**src/rtl/riscv_mc_pkg.sv**
```systemverilog
// Shared definitions for the multi-cycle RV32I core: FSM states, opcodes,
// data-memory access encodings and the integer ALU function.
package riscv_mc_pkg;

  typedef enum logic [2:0] {
    FETCH   = 3'd0,
    DECODE  = 3'd1,
    EXECUTE = 3'd2,
    MEM     = 3'd3,
    WB      = 3'd4,
    HALT    = 3'd5
  } state_t;

  localparam logic [6:0] OP_LOAD   = 7'b0000011;
  localparam logic [6:0] OP_STORE  = 7'b0100011;
  localparam logic [6:0] OP_BRANCH = 7'b1100011;
  localparam logic [6:0] OP_JAL    = 7'b1101111;
  localparam logic [6:0] OP_JALR   = 7'b1100111;
  localparam logic [6:0] OP_SYSTEM = 7'b1110011;
  localparam logic [6:0] OP_LUI    = 7'b0110111;
  localparam logic [6:0] OP_AUIPC  = 7'b0010111;
  localparam logic [6:0] OP_OP     = 7'b0110011;
  localparam logic [6:0] OP_OPIMM  = 7'b0010011;

  // DMCtrl is the load/store funct3 field
  localparam logic [2:0] DM_B  = 3'b000;
  localparam logic [2:0] DM_H  = 3'b001;
  localparam logic [2:0] DM_W  = 3'b010;
  localparam logic [2:0] DM_BU = 3'b100;
  localparam logic [2:0] DM_HU = 3'b101;

  function automatic logic [31:0] alu(input logic [2:0] f3, input logic alt,
                                      input logic [31:0] x, input logic [31:0] y);
    case (f3)
      3'b000:  alu = alt ? x - y : x + y;
      3'b001:  alu = x << y[4:0];
      3'b010:  alu = {31'b0, $signed(x) < $signed(y)};
      3'b011:  alu = {31'b0, x < y};
      3'b100:  alu = x ^ y;
      3'b101:  alu = alt ? 32'($signed(x) >>> y[4:0]) : x >> y[4:0];
      3'b110:  alu = x | y;
      default: alu = x & y;
    endcase
  endfunction

endpackage

```
**src/rtl/mc_lsu_align.sv**
```systemverilog
// Byte-lane alignment for the shared bus: store lane replication and byte
// enables, load lane extraction with sign/zero extension, misalignment check.
module mc_lsu_align
  import riscv_mc_pkg::*;
(
  input  logic [2:0]  dm_ctrl,
  input  logic [1:0]  addr_lo,
  input  logic [31:0] store_data,
  input  logic [31:0] rdata,
  output logic [31:0] wdata,
  output logic [3:0]  be,
  output logic [31:0] load_data,
  output logic        misaligned
);

  logic [31:0] shifted;

  // Replicating the datum across lanes is equivalent to shifting it by the
  // byte offset, because only the enabled lanes are written.
  always_comb begin
    wdata      = store_data;
    be         = 4'b1111;
    misaligned = 1'b0;
    case (dm_ctrl[1:0])
      2'b00: begin
        wdata = {4{store_data[7:0]}};
        be    = 4'b0001 << addr_lo;
      end
      2'b01: begin
        wdata      = {2{store_data[15:0]}};
        be         = 4'b0011 << addr_lo;
        misaligned = addr_lo[0];
      end
      default: misaligned = (addr_lo != 2'b00);
    endcase
  end

  always_comb begin
    shifted = rdata >> {addr_lo, 3'b000};
    case (dm_ctrl)
      DM_B:    load_data = {{24{shifted[7]}}, shifted[7:0]};
      DM_H:    load_data = {{16{shifted[15]}}, shifted[15:0]};
      DM_BU:   load_data = {24'b0, shifted[7:0]};
      DM_HU:   load_data = {16'b0, shifted[15:0]};
      default: load_data = rdata;
    endcase
  end

endmodule

```
**src/rtl/riscv_multicycle_core.sv**
```systemverilog
// Multi-cycle RV32I core sequenced over a single valid/ready memory bus.
// Holding registers IR/A/B/IMM/ALUOut/MDR carry state between FSM steps.
module riscv_multicycle_core
  import riscv_mc_pkg::*;
#(
  parameter logic [31:0] RESET_PC      = 32'h0000_0000,
  parameter int unsigned INSTRET_WIDTH = 32,
  parameter bit          HALT_ON_ECALL = 1'b1
) (
  input  logic                     clk,
  input  logic                     reset,
  output logic                     mem_req,
  output logic                     mem_we,
  output logic [31:0]              mem_addr,
  output logic [31:0]              mem_wdata,
  output logic [3:0]               mem_be,
  input  logic                     mem_ready,
  input  logic [31:0]              mem_rdata,
  output logic                     halted,
  output logic                     misalign,
  output logic [INSTRET_WIDTH-1:0] instret,
  output logic [31:0]              pc_dbg
);

  state_t      state;
  logic [31:0] pc, ir, a, b, imm, alu_out, mdr;
  logic [31:0] regs [1:31];

  logic [6:0]  opcode;
  logic [4:0]  rd, rs1, rs2;
  logic [2:0]  funct3;
  logic [31:0] rs1_val, rs2_val, imm_gen, alu_res, target, pc_plus4, wb_data;
  logic [31:0] jalr_sum, lsu_wdata, load_data;
  logic [3:0]  lsu_be;
  logic        br_taken, is_jump, rd_we, lsu_misaligned;

  assign opcode   = ir[6:0];
  assign rd       = ir[11:7];
  assign funct3   = ir[14:12];
  assign rs1      = ir[19:15];
  assign rs2      = ir[24:20];
  assign pc_plus4 = pc + 32'd4;
  assign is_jump  = (opcode == OP_JAL) || (opcode == OP_JALR);
  assign rs1_val  = (rs1 == 5'd0) ? '0 : regs[rs1];
  assign rs2_val  = (rs2 == 5'd0) ? '0 : regs[rs2];

  always_comb begin
    case (opcode)
      OP_STORE:         imm_gen = {{20{ir[31]}}, ir[31:25], ir[11:7]};
      OP_BRANCH:        imm_gen = {{19{ir[31]}}, ir[31], ir[7], ir[30:25], ir[11:8], 1'b0};
      OP_JAL:           imm_gen = {{11{ir[31]}}, ir[31], ir[19:12], ir[20], ir[30:21], 1'b0};
      OP_LUI, OP_AUIPC: imm_gen = {ir[31:12], 12'b0};
      default:          imm_gen = {{20{ir[31]}}, ir[31:20]};
    endcase
  end

  always_comb begin
    alu_res = a + imm;
    case (opcode)
      OP_OP:    alu_res = alu(funct3, ir[30], a, b);
      OP_OPIMM: alu_res = alu(funct3, (funct3 == 3'b101) && ir[30], a, imm);
      OP_LUI:   alu_res = imm;
      OP_AUIPC: alu_res = pc + imm;
      default:  ;
    endcase
  end

  assign jalr_sum = a + imm;
  assign target   = (opcode == OP_JALR) ? (jalr_sum & ~32'd1) : pc + imm;

  always_comb begin
    case (funct3)
      3'b000:  br_taken = (a == b);
      3'b001:  br_taken = (a != b);
      3'b100:  br_taken = ($signed(a) < $signed(b));
      3'b101:  br_taken = ($signed(a) >= $signed(b));
      3'b110:  br_taken = (a < b);
      3'b111:  br_taken = (a >= b);
      default: br_taken = 1'b0;
    endcase
  end

  always_comb begin
    case (opcode)
      OP_OP, OP_OPIMM, OP_LUI, OP_AUIPC, OP_LOAD, OP_JAL, OP_JALR: rd_we = 1'b1;
      default: rd_we = 1'b0;
    endcase
    if (opcode == OP_LOAD) wb_data = mdr;
    else if (is_jump)      wb_data = pc_plus4;
    else                   wb_data = alu_out;
  end

  mc_lsu_align u_lsu (
    .dm_ctrl    (funct3),
    .addr_lo    (alu_out[1:0]),
    .store_data (b),
    .rdata      (mem_rdata),
    .wdata      (lsu_wdata),
    .be         (lsu_be),
    .load_data  (load_data),
    .misaligned (lsu_misaligned)
  );

  // Gating with reset drops the request asynchronously mid-transfer.
  assign mem_req   = !reset && ((state == FETCH) || (state == MEM && !lsu_misaligned));
  assign mem_we    = (state == MEM) && (opcode == OP_STORE);
  assign mem_addr  = (state == MEM) ? {alu_out[31:2], 2'b00} : pc;
  assign mem_wdata = lsu_wdata;
  assign mem_be    = mem_we ? lsu_be : 4'b0000;
  assign halted    = (state == HALT);
  assign pc_dbg    = pc;

  always_ff @(posedge clk) begin
    if (state == WB && rd_we && rd != 5'd0) regs[rd] <= wb_data;
  end

  always_ff @(posedge clk or posedge reset) begin
    if (reset) begin
      state    <= FETCH;
      pc       <= RESET_PC;
      ir       <= '0;
      a        <= '0;
      b        <= '0;
      imm      <= '0;
      alu_out  <= '0;
      mdr      <= '0;
      misalign <= 1'b0;
      instret  <= '0;
    end else begin
      case (state)
        FETCH: if (mem_ready) begin
          ir    <= mem_rdata;
          state <= DECODE;
        end
        DECODE: begin
          a     <= rs1_val;
          b     <= rs2_val;
          imm   <= imm_gen;
          state <= EXECUTE;
        end
        EXECUTE: begin
          alu_out <= alu_res;
          case (opcode)
            OP_BRANCH:
              if (br_taken && target[1:0] != 2'b00) begin
                misalign <= 1'b1;
                state    <= HALT;
              end else begin
                pc      <= br_taken ? target : pc_plus4;
                instret <= instret + 1'b1;
                state   <= FETCH;
              end
            OP_JAL, OP_JALR:
              if (target[1:0] != 2'b00) begin
                misalign <= 1'b1;
                state    <= HALT;
              end else begin
                alu_out <= target;
                state   <= WB;
              end
            OP_LOAD, OP_STORE: state <= MEM;
            OP_SYSTEM:
              if (HALT_ON_ECALL) begin
                instret <= instret + 1'b1;
                state   <= HALT;
              end else begin
                state <= WB;
              end
            default: state <= WB;
          endcase
        end
        MEM:
          if (lsu_misaligned) begin
            misalign <= 1'b1;
            state    <= HALT;
          end else if (mem_ready) begin
            if (opcode == OP_STORE) begin
              pc      <= pc_plus4;
              instret <= instret + 1'b1;
              state   <= FETCH;
            end else begin
              mdr   <= load_data;
              state <= WB;
            end
          end
        WB: begin
          pc      <= is_jump ? alu_out : pc_plus4;
          instret <= instret + 1'b1;
          state   <= FETCH;
        end
        HALT:    ;
        default: state <= HALT;
      endcase
    end
  end

endmodule

```
**config.mk**
```make
export PLATFORM = sky130hd
export DESIGN_NAME = riscv_multicycle_core
export DESIGN_NICKNAME = d
export VERILOG_FILES = /design/src/rtl/riscv_mc_pkg.sv /design/src/rtl/mc_lsu_align.sv /design/src/rtl/riscv_multicycle_core.sv
export SDC_FILE = /design/constraint.sdc
export NUM_CORES = 2
export LEC_CHECK = 0
export CORE_MARGIN = 2
export CORE_UTILIZATION = 50
export CTS_CLUSTER_SIZE = 30
export DETAILED_ROUTE_END_ITERATION = 6
export PLACE_DENSITY = 0.68
export SYNTH_ARGS = -nofsm -noshare
export SYNTH_HDL_FRONTEND = slang
export SYNTH_SLANG_ARGS = --single-unit
```
**constraint.sdc**
```tcl
create_clock -name clk -period 18.3 [get_ports clk]
set_input_delay 5.49 -clock clk [delete_from_list [all_inputs] [get_ports clk]]
set_output_delay 5.49 -clock clk [all_outputs]
set_load 0.03 [all_outputs]
```
==> impl_metrics.toml <==
[detailed_routing]
drt_iter0_markers = 10360
vias = 63447
drt_first_pass_iters = 7
drc = 2
vias_per_cell = 7.32
wirelength_um = 341000
ant_nets = 0
wire_per_inst_um = 39.3

[yosys]
ys_async_sr_fraction_pct = 20.8
synth.cell_area_um2 = 78300
dominantRegCellSynth = "edfxtp_1"
synthXorXnorAreaFrac_pct = 1.67
yosysTopAreaCellShare_pct = 38.1
synth_warnings = 0
yosys_register_bits = 1252
synth-simple-area-share_pct = 8.21
synthTopCellsByArea = "edfxtp_1 (38%), mux4_2 (18%), dfrtp_1 (8.3%)"
yosysUniqueCellTypes = 88
syn_avg_cell_area_um2 = 12.0
ys_seq_area_share_pct = 46.4
synth_fa_ha_area_share_pct = 3.77
syn-num-nets = 6788
synth_top_family_by_area = "multiplexers"
postSynthCellCount = 6521
synth_compound_area_share_pct = 13.8
synth-edff-count = 992
yosys.area.top_type = "edfxtp_1"
synthMuxAreaShare_pct = 22.5

[timing]
rsz0062_at_grt = "no"
hold_viol = 0
fin_worst_skew_ns = 0.0644
relSlewSlack_pct = 1.34
setup_viol = 0
worst_pin_slew_ns = 1.44
max_freq_mhz = 76.5
fin_tns_setup_ns = 0
fin_crit_sh_pct = 71.4
period_needed_ns = 13.07
timing.final.ws_setup_ns = 5.23
maxSlewViolCount = 0

[clock_network]
tritoncts = "done"
ctsHoldBuffers = 0
clk_pin_slew_ns = 0.06
numCtsBuffers = 137
cts_sinks = 1252
cts_buffer_depth = 3
root_buffer = "clkbuf_16"
clk_latency_ns = 0.84
post_cts_resized = 0
post_cts_buffers = 0
cts_max_level = 4

[global_route]
grt_overflow = 0
grt_use_met1_pct = 53.5
antenna_found_initial = 32
busiest_layer = "met2"
grt_first_pass_wirelength_um = 471000
grtUsageMet3_pct = 12.5
grt_usage_pct = 42.4
met2_usage_pct = 63.2
grt_max_degree = 121
grt_pass1_vias = 60393

[setup_path]
required_ns = 12.81
start_kind = "input pin"
path_class = "in -> out"
rr_worst_depth = 13
cp_data_arrival_time_ns = 7.58
endpoint_kind = "output port"
r2r_start = "a[6]$_DFFE_PP0N_"
crit_path_max_fanout = 120
rr_endpoint = "instret[27]$_DFFE_PP0P_"
reg2reg_slack_ns = 11.67

[placement]
port_buffers = 170
dpl.hpwl_um = 228000
place_ws_ns = 5.15
gp_congestion = 1.08
place_area_um2 = 82500

[layout]
drive_gt1_share_pct = 19.3
final_nets = 6757
final_cell_mix = "edfxtp_1 (992), mux4_2 (621), nand2_1 (541), a21oi_1 (538), nor2_1 (450)"
nFillCells = 12890
layout_commonest_cell = "edfxtp_1"
final_area_um2 = 87100
area_growth_pct = 11.3

[floorplanning]
num_rows = 145
io_pins = 171
die_w_um = 400
die_h_um = 400
core_area_um2 = 156000
start_util_pct = 50.2
fp.dieArea_um2 = 160000

[power_and_ir_drop]
irDropWorstVdd_uv = 139
leakagePower_nw = 30.6
power_w = 0.0195
powerDensity_nw_per_um2 = 224

[hold_path]
min_path_cells = 1
whs_endpoint = "instret[31]$_DFFE_PP0P_"
hp-start = "instret[31]$_DFFE_PP0P_"
worst_hold_path_type = "reg -> reg"

[run]
maxCapViolations = 1

[status]
failed_checks = "DRC, capacitance limit"
status = "finished with violations"
## Yosys cell counts (all sizes together) (110+ instances only)
master	count
mux4	621
nand2	541
clkbuf	419
edfxtp	992
o21ai	407
a21oi	538
inv	163
dfrtp	260
mux2i	254
ha	227
nor2	488
buf	140
o22ai	110
## stage by stage
step,util [%],hold WS [ns],instances
4_1_cts,55.9,0.480,8659
6_report,55.9,0.471,8673
2_1_floorplan,-,0.450,6521
5_1_grt,55.9,0.493,8660
3_5_place_dp,52.9,0.471,8408
3_3_place_gp,52.9,0.462,8408
## layout make-up
cell class / instances / area, µm² / share of cell area (%)
diodes: 13 / 32.5 / 0.0373
repair buffers: 389 / 3360 / 3.86
inverters: 173 / 659 / 0.757
multi-input cells: 4537 / 39500 / 45.4
clock buffers: 176 / 3670 / 4.21
well taps: 2058 / 2570 / 2.95
flip-flops and latches: 1252 / 36400 / 41.7
clock inverters: 75 / 951 / 1.09
## cell families after synthesis
group / Yosys count
flops: 1252
compound gates: 1728
buf+inv: 732
mux: 974
fa+ha+maj: 233
simple gates: 1453
xor+xnor: 149
## sequential cells by signal, indices dropped and copies added, names as in the netlist
signal and flops:
a 32, alu_out 32, b 32, imm 32, instret 32, ir 32, mdr 32, misalign 1
pc_dbg 32, regs 992, state 3
## where the power goes
part           switching [W]  internal [W]  leakage, nW  total [W]
Sequential          0.000688       0.00371         12.1    0.00439
Combinational        0.00808       0.00421         16.2     0.0123
Clock                0.00125       0.00159         2.22    0.00284
Total                 0.0100       0.00951         30.6     0.0195
## worst max path at each step
stage	start	endpoint	slack (ns)	cells past startpoint
finish	reset	mem_req	5.23	4
global placement	reset	mem_req	5.14	4
CTS	reset	mem_req	5.15	4
floorplan	reset	mem_req	1.20	2
detailed placement	reset	mem_req	5.15	4
global route	reset	mem_req	5.08	4
## metal layers
| layer | up-vias | wire, µm |
|---|---|---|
| met5 | - | 212 |
| met4 | 34 | 28600 |
| met3 | 1161 | 44300 |
| met2 | 5037 | 150000 |
| met1 | 31780 | 118000 |
| li1 | 25435 | - |
## critical path: stages
cell,delay [ns]
clkdlybuf4s50_1,0.49
inv_8,0.68
and2_1,0.23
clkdlybuf4s50_1,0.68
Power figures use the tool's default switching activity.
